[config.mk]
export PLATFORM = sky130hd
export DESIGN_NAME = seq_mult_128
export DESIGN_NICKNAME = d
export VERILOG_FILES = /design/src/rtl/seq_mult_128.sv
export SDC_FILE = /design/constraint.sdc
export NUM_CORES = 2
export LEC_CHECK = 0
export BUFFER_PORTS_ARGS = -buffer_cell sky130_fd_sc_hd__buf_2
export CELL_PAD_IN_SITES_DETAIL_PLACEMENT = 1
export CELL_PAD_IN_SITES_GLOBAL_PLACEMENT = 1
export CORE_UTILIZATION = 35
export DETAILED_ROUTE_END_ITERATION = 6
export GPL_TIMING_DRIVEN = 0
export PLACE_DENSITY = 0.7
export SYNTH_ARGS = -nofsm -noshare
export SYNTH_HDL_FRONTEND = slang
export SYNTH_SLANG_ARGS = --single-unit
[constraint.sdc]
create_clock -name clk -period 16.4 [get_ports clk]
set_input_delay 2.46 -clock clk [delete_from_list [all_inputs] [get_ports clk]]
set_output_delay 2.46 -clock clk [all_outputs]
set_load 0.01 [all_outputs]
[src/rtl/seq_mult_128.sv]
// -----------------------------------------------------------------------------
// seq_mult_128
//   Unsigned WIDTH x WIDTH -> 2*WIDTH sequential multiplier, radix-2^DIGIT
//   shift-and-add. Operands are captured once in LOAD after reset release,
//   one DIGIT-bit multiplier digit is accumulated per CALC clock, and the
//   final product is held in DONE until the next reset.
//
//   Optional feature macro: SEQMUL_EARLY_TERM_EN
//     defined   - leave CALC as soon as the remaining multiplier bits are zero
//     undefined - always run WIDTH/DIGIT CALC cycles (fixed latency)
//   The product value is the same in both builds.
//
// Ports
//   clk        in   1        rising-edge clock
//   reset_n    in   1        synchronous reset, active HIGH (1 = reset)
//   a          in   WIDTH    multiplicand, unsigned (sampled in LOAD only)
//   b          in   WIDTH    multiplier, unsigned (sampled in LOAD only)
//   p          out  2*WIDTH  registered product, valid while done=1
//   done       out  1        high while p holds the final product
//   state_out  out  2        FSM state: 00 LOAD, 01 CALC, 10 DONE
//   count_out  out  CW       index of the current multiplier digit
// -----------------------------------------------------------------------------
module seq_mult_128 #(
  parameter  int WIDTH = 128,
  parameter  int DIGIT = 8,
  localparam int NDIG  = WIDTH / DIGIT,
  localparam int CW    = $clog2(NDIG)
) (
  input  logic                 clk,
  input  logic                 reset_n,
  input  logic [WIDTH-1:0]     a,
  input  logic [WIDTH-1:0]     b,
  output logic [2*WIDTH-1:0]   p,
  output logic                 done,
  output logic [1:0]           state_out,
  output logic [CW-1:0]        count_out
);

  localparam int SHW = $clog2(2 * WIDTH);
  localparam logic [CW-1:0] LAST_DIGIT = CW'(NDIG - 1);

  typedef enum logic [1:0] {
    ST_LOAD = 2'b00,
    ST_CALC = 2'b01,
    ST_DONE = 2'b10
  } state_e;

  state_e               state_q, state_d;
  logic [WIDTH-1:0]     a_q, a_d;
  logic [WIDTH-1:0]     b_q, b_d;
  logic [2*WIDTH-1:0]   acc_q, acc_d;
  logic [2*WIDTH-1:0]   p_q, p_d;
  logic [CW-1:0]        count_q, count_d;
  logic                 done_q, done_d;

  // Datapath: one WIDTH x DIGIT partial product per cycle, placed at the
  // current digit position. The 2*WIDTH accumulator holds the full product,
  // so the sum can never overflow.
  logic [WIDTH+DIGIT-1:0] pp;
  logic [2*WIDTH-1:0]     pp_ext;
  logic [SHW-1:0]         shamt;
  logic [2*WIDTH-1:0]     acc_next;
  logic [WIDTH-1:0]       b_shift;
  logic                   last;

  assign pp       = {{DIGIT{1'b0}}, a_q} * {{WIDTH{1'b0}}, b_q[DIGIT-1:0]};
  assign pp_ext   = {{(WIDTH-DIGIT){1'b0}}, pp};
  assign shamt    = SHW'(count_q) * SHW'(DIGIT);
  assign acc_next = acc_q + (pp_ext << shamt);
  assign b_shift  = b_q >> DIGIT;

`ifdef SEQMUL_EARLY_TERM_EN
  // Once the unconsumed multiplier bits are all zero, further digits add
  // nothing, so the product is already final.
  assign last = (b_shift == '0) || (count_q == LAST_DIGIT);
`else
  assign last = (count_q == LAST_DIGIT);
`endif

  // NOTE: every _d signal gets a hold default before the case statement, so
  // no path through this block leaves a signal unassigned (no latches).
  always_comb begin
    state_d = state_q;
    a_d     = a_q;
    b_d     = b_q;
    acc_d   = acc_q;
    p_d     = p_q;
    count_d = count_q;
    done_d  = done_q;

    case (state_q)
      ST_LOAD: begin
        a_d     = a;
        b_d     = b;
        acc_d   = '0;
        count_d = '0;
        state_d = ST_CALC;
      end
      ST_CALC: begin
        acc_d = acc_next;
        b_d   = b_shift;
        if (last) begin
          state_d = ST_DONE;
          p_d     = acc_next;
          done_d  = 1'b1;
        end else begin
          count_d = count_q + CW'(1);
        end
      end
      ST_DONE: ;
      default: begin
        // Unreachable encoding 2'b11: recover through LOAD.
        state_d = ST_LOAD;
        done_d  = 1'b0;
      end
    endcase
  end

  // NOTE: state registers use non-blocking assignments so every flop samples
  // the pre-edge values of the others, independent of statement order.
  always_ff @(posedge clk) begin
    if (reset_n) begin
      state_q <= ST_LOAD;
      a_q     <= '0;
      b_q     <= '0;
      acc_q   <= '0;
      p_q     <= '0;
      count_q <= '0;
      done_q  <= 1'b0;
    end else begin
      state_q <= state_d;
      a_q     <= a_d;
      b_q     <= b_d;
      acc_q   <= acc_d;
      p_q     <= p_d;
      count_q <= count_d;
      done_q  <= done_d;
    end
  end

  assign p         = p_q;
  assign done      = done_q;
  assign state_out = state_q;
  assign count_out = count_q;

endmodule

==> flow_metrics.py <==
metrics = {
    "cells_and_area": {
        "commonest_cells_after_routing_fill_and_taps_aside": "1585 x sky130_fd_sc_hd__nand2_1, 1319 x sky130_fd_sc_hd__a21oi_1, 1087 x sky130_fd_sc_hd__nor2_1",
        "layout.area.seq_um2": 15500,
        "share_of_final_layout_standard_cells_stronger_than_drive_strength_1": 0.0723,
        "area.growth.synth_to_final_pct": 12.2,
        "final_design_instance_area_without_fill_um2": 95900,
        "layout_commonest_cell": "sky130_fd_sc_hd__nand2_1",
        "multi_input_area_um2": 64800,
        "nFillCells": 30000,
        "finish.net_count": 13300,
    },
    "logic_synthesis": {
        "syn-mean-instance-area_um2": 7.58,
        "yosysTopAreaCell": "sky130_fd_sc_hd__dfxtp_1",
        "simple_gate_fraction_of_synth_area": 0.234,
        "synthesis.area_um2": 85500,
        "synthXorXnorAreaFrac": 0.0394,
        "synth-edff-count": 0,
        "leading_post_synthesis_cells_by_cell_area": "sky130_fd_sc_hd__dfxtp_1 18%, sky130_fd_sc_hd__fa_1 18%, sky130_fd_sc_hd__a21oi_1 7.7%",
        "synth.yosys.seq_area_share": 0.182,
        "synth-adder-area-share": 0.238,
        "synth_cells": 11300,
        "post_synthesis_async_set_or_reset_flop_share": 0,
        "post-synth-top-area-fraction": 0.182,
        "synth_net_count": 12700,
        "synth.lib_cells_used.distinct": 98,
        "ys_ff_latch": 775,
        "yosys-mux-area-fraction": 0.0362,
        "synth_compound_gate_area_share": 0.209,
        "synth_ff_type": "sky130_fd_sc_hd__dfxtp_1",
        "synth_top_family_by_area": "adder cells",
        "ys_warn_count": 0,
    },
    "sta": {
        "fin_worst_skew_ps": 85.4,
        "slew-limit-headroom": -0.0810,
        "final_period_minus_worst_setup_slack_ps": 16280,
        "final-max-slew-violation-count": 3,
        "layout_worst_path_cycle_share": 0.993,
        "worstMarginPinSlew_ps": 1610,
        "setup-violations-final": 0,
        "achievable-frequency_ghz": 0.0614,
        "timing.final.ws_setup_ps": 118,
        "timing.final.hold_violations": 0,
    },
    "critical_path": {
        "reg_to_reg_critical_path_startpoint": "b_q[6]",
        "slowest_cell_on_crit_path": "sky130_fd_sc_hd__xor2_1",
        "slowest_delay_ps": 950,
        "crit_fanout": 11,
        "crit_path_start": "b_q[6]",
        "critical_path.top_delay_family": "compound AO/OA/AOI/OAI gates",
        "critPathLaunchType": "register",
        "criticalPathCategory": "register to register",
        "timing.critical_path.buf_inv": 6,
        "critical_path.endpoint_type": "register",
        "critPathMostFrequentCell": "sky130_fd_sc_hd__nand2_1",
        "crit_required_ps": 17050,
        "worst-endpoint-arrival_ps": 16930,
    },
    "grt": {
        "global_route_wire_length_before_repair_um": 656000,
        "grt.overflow.total": 0,
        "via_count_of_the_first_global_routing_pass": 91000,
        "grt_start_max_net_pins": 18,
        "grtUsageTotal": 0.368,
        "number_of_antenna_violations_at_the_first_check_in_global_routing": 52,
    },
    "die": {
        "die-width_um": 496,
        "core.rowCount": 181,
        "io-pin-count": 521,
        "initial_utilization": 0.352,
        "die_area_um2": 246000,
        "core_um2": 243000,
        "height_of_the_die_um": 496,
    },
    "worst_hold_path": {
        "hold_path_origin": "p[104]",
        "holdCritPathClass": "register to register",
    },
    "clock_network": {
        "cts.sinks": 775,
        "cts-root-to-sink-buffers": 3,
        "cts_root_buf": "sky130_fd_sc_hd__clkbuf_16",
        "tritoncts_buffer_count": 96,
        "cts.hold.buffers_added": 0,
        "clock_insertion_delay_worst_skew_ps": 800,
        "clock_tree.htree_level_count": 3,
        "worst_setup_hold_path_clk_slew_ps": 60,
        "cts_setup_buffers": 0,
        "tritoncts": "done",
    },
    "status": {
        "failed_checks": "max-capacitance violations, max-slew violations",
        "run_status": "finished with violations",
    },
    "pwr": {
        "power-per-cell-area_nw_per_um2": 69.4,
        "p_leak_nw": 42.5,
        "vdd_drop_max_mv": 0.0759,
    },
    "run": {
        "max_cap_violations": 2,
    },
    "place": {
        "post-dp-hpwl_um": 391000,
        "dp_worst_setup_slack_ps": -869,
        "routabilityCongestion": 1.06,
        "port_buffers": 519,
        "placedInstanceArea_um2": 92300,
    },
    "routing": {
        "route.vias.total": 88900,
        "drc_errors": 0,
        "totalWireLength_um": 461000,
        "violation_count_after_the_first_detailed_routing_iteration": 7144,
        "post_drt_wl_per_cell_um": 30.3,
        "vias_per_cell": 5.84,
        "drt_pass1_iterations": 6,
        "residual_antenna_violating_net_count_after_detailed_routing": 0,
    },
}
power breakdown:
| group | total, mW | switching (mW) | internal (mW) |
|---|---|---|---|
| Sequential | 2.04 | 0.0904 | 1.95 |
| Combinational | 2.28 | 1.68 | 0.597 |
| Clock | 2.34 | 1.00 | 1.34 |
flip-flops by register name, indices dropped and copies added (netlist names):
register and flops:
acc_q 256, p 256, a_q 128, b_q 128, count_out 4, state_out 2, done 1
through the flow:
step | setup TNS [ps] | utilization | instances | hold WS (ps) | power, mW
after floorplan | 0 | - | 11300 | 427 | 3.24
after global placement | -45900 | 0.379 | 15000 | 442 | 4.23
after detailed placement | -10340 | 0.380 | 15000 | 445 | 4.26
after CTS | 0 | 0.394 | 15200 | 457 | 6.62
after global routing | -15.8 | 0.395 | 15200 | 471 | 6.87
final | 0 | 0.395 | 15200 | 453 | 6.66
worst min-delay path: cells and delay by family, from the launching register on:
kind | cells | cell delay [ps]
compound gates | 1 | 50
flops | 1 | 300
simple gates | 1 | 50
cells by family (layout without fill, tap and decap cells):
group / after synthesis / in the layout
compound gates: 2944 / 2944
xor+xnor: 384 / 384
fa+ha+maj: 1169 / 1169
buf+inv: 1425 / 2129
flops: 775 / 775
mux: 300 / 300
other cells: 0 / 31
simple gates: 4284 / 4284
path summary, 6_finish.rpt:
kind / end / slack (ps) / depth (start not counted)
worst max-delay path: p[248] / 120 / 45
worst min-delay path: p[104] / 450 / 2
worst max register to register: p[248] / 120 / 45
worst min register to register: p[104] / 450 / 2
Yosys cell counts, types with 19 or more instances:
cell / number
sky130_fd_sc_hd__nand3_1: 96
sky130_fd_sc_hd__o21a_1: 72
sky130_fd_sc_hd__nor4_1: 36
sky130_fd_sc_hd__mux2i_1: 255
sky130_fd_sc_hd__a21o_1: 201
sky130_fd_sc_hd__a21boi_0: 29
sky130_fd_sc_hd__nor3_1: 126
sky130_fd_sc_hd__a21oi_1: 1321
sky130_fd_sc_hd__a221oi_1: 24
sky130_fd_sc_hd__a31oi_1: 54
sky130_fd_sc_hd__and3_1: 35
sky130_fd_sc_hd__o21bai_1: 142
sky130_fd_sc_hd__nand2b_1: 30
sky130_fd_sc_hd__a211oi_1: 45
sky130_fd_sc_hd__or2_2: 26
sky130_fd_sc_hd__nand2_1: 1585
sky130_fd_sc_hd__o211ai_1: 23
sky130_fd_sc_hd__xnor2_1: 244
sky130_fd_sc_hd__fa_1: 757
sky130_fd_sc_hd__nand4_1: 220
sky130_fd_sc_hd__buf_2: 19
sky130_fd_sc_hd__o21ai_1: 50
sky130_fd_sc_hd__o21ai_0: 465
sky130_fd_sc_hd__nor2_1: 1089
sky130_fd_sc_hd__and2_1: 917
sky130_fd_sc_hd__clkbuf_1: 620
sky130_fd_sc_hd__and4_1: 21
sky130_fd_sc_hd__buf_1: 58
sky130_fd_sc_hd__xor2_1: 140
sky130_fd_sc_hd__a22oi_1: 164
sky130_fd_sc_hd__or3_1: 29
sky130_fd_sc_hd__a22o_1: 104
sky130_fd_sc_hd__ha_1: 412
sky130_fd_sc_hd__o31ai_1: 47
sky130_fd_sc_hd__dfxtp_1: 775
sky130_fd_sc_hd__o22ai_1: 46
sky130_fd_sc_hd__mux2_2: 42
sky130_fd_sc_hd__nor2b_1: 29
sky130_fd_sc_hd__inv_1: 726
per-layer routing:
layer | GRT usage | share of wire | routed length (µm)
met1 | 0.510 | 0.46 | 210000
met2 | 0.562 | 0.43 | 198000
met3 | 0.0726 | 0.073 | 33800
met4 | 0.137 | 0.041 | 18700
met5 | 0 | 0.00069 | 316
layout make-up:
type / count / area share
Antenna cell: 31 / 0.000809
Buffer: 699 / 0.0282
Timing Repair Buffer: 530 / 0.0286
Sequential cell: 775 / 0.162
Tap cell: 3202 / 0.0418
Clock buffer: 130 / 0.0279
Clock inverter: 44 / 0.00754
Inverter: 726 / 0.0284
Multi-Input combinational cell: 9081 / 0.675
timing repair:
| item | CTS | global route |
|---|---|---|
| endpoints found under the setup margin | 30 | 20 |
| hold endpoints to repair | 0 | 0 |
| resized for setup | 6 | 48 |
Power figures use the tool's default switching activity.
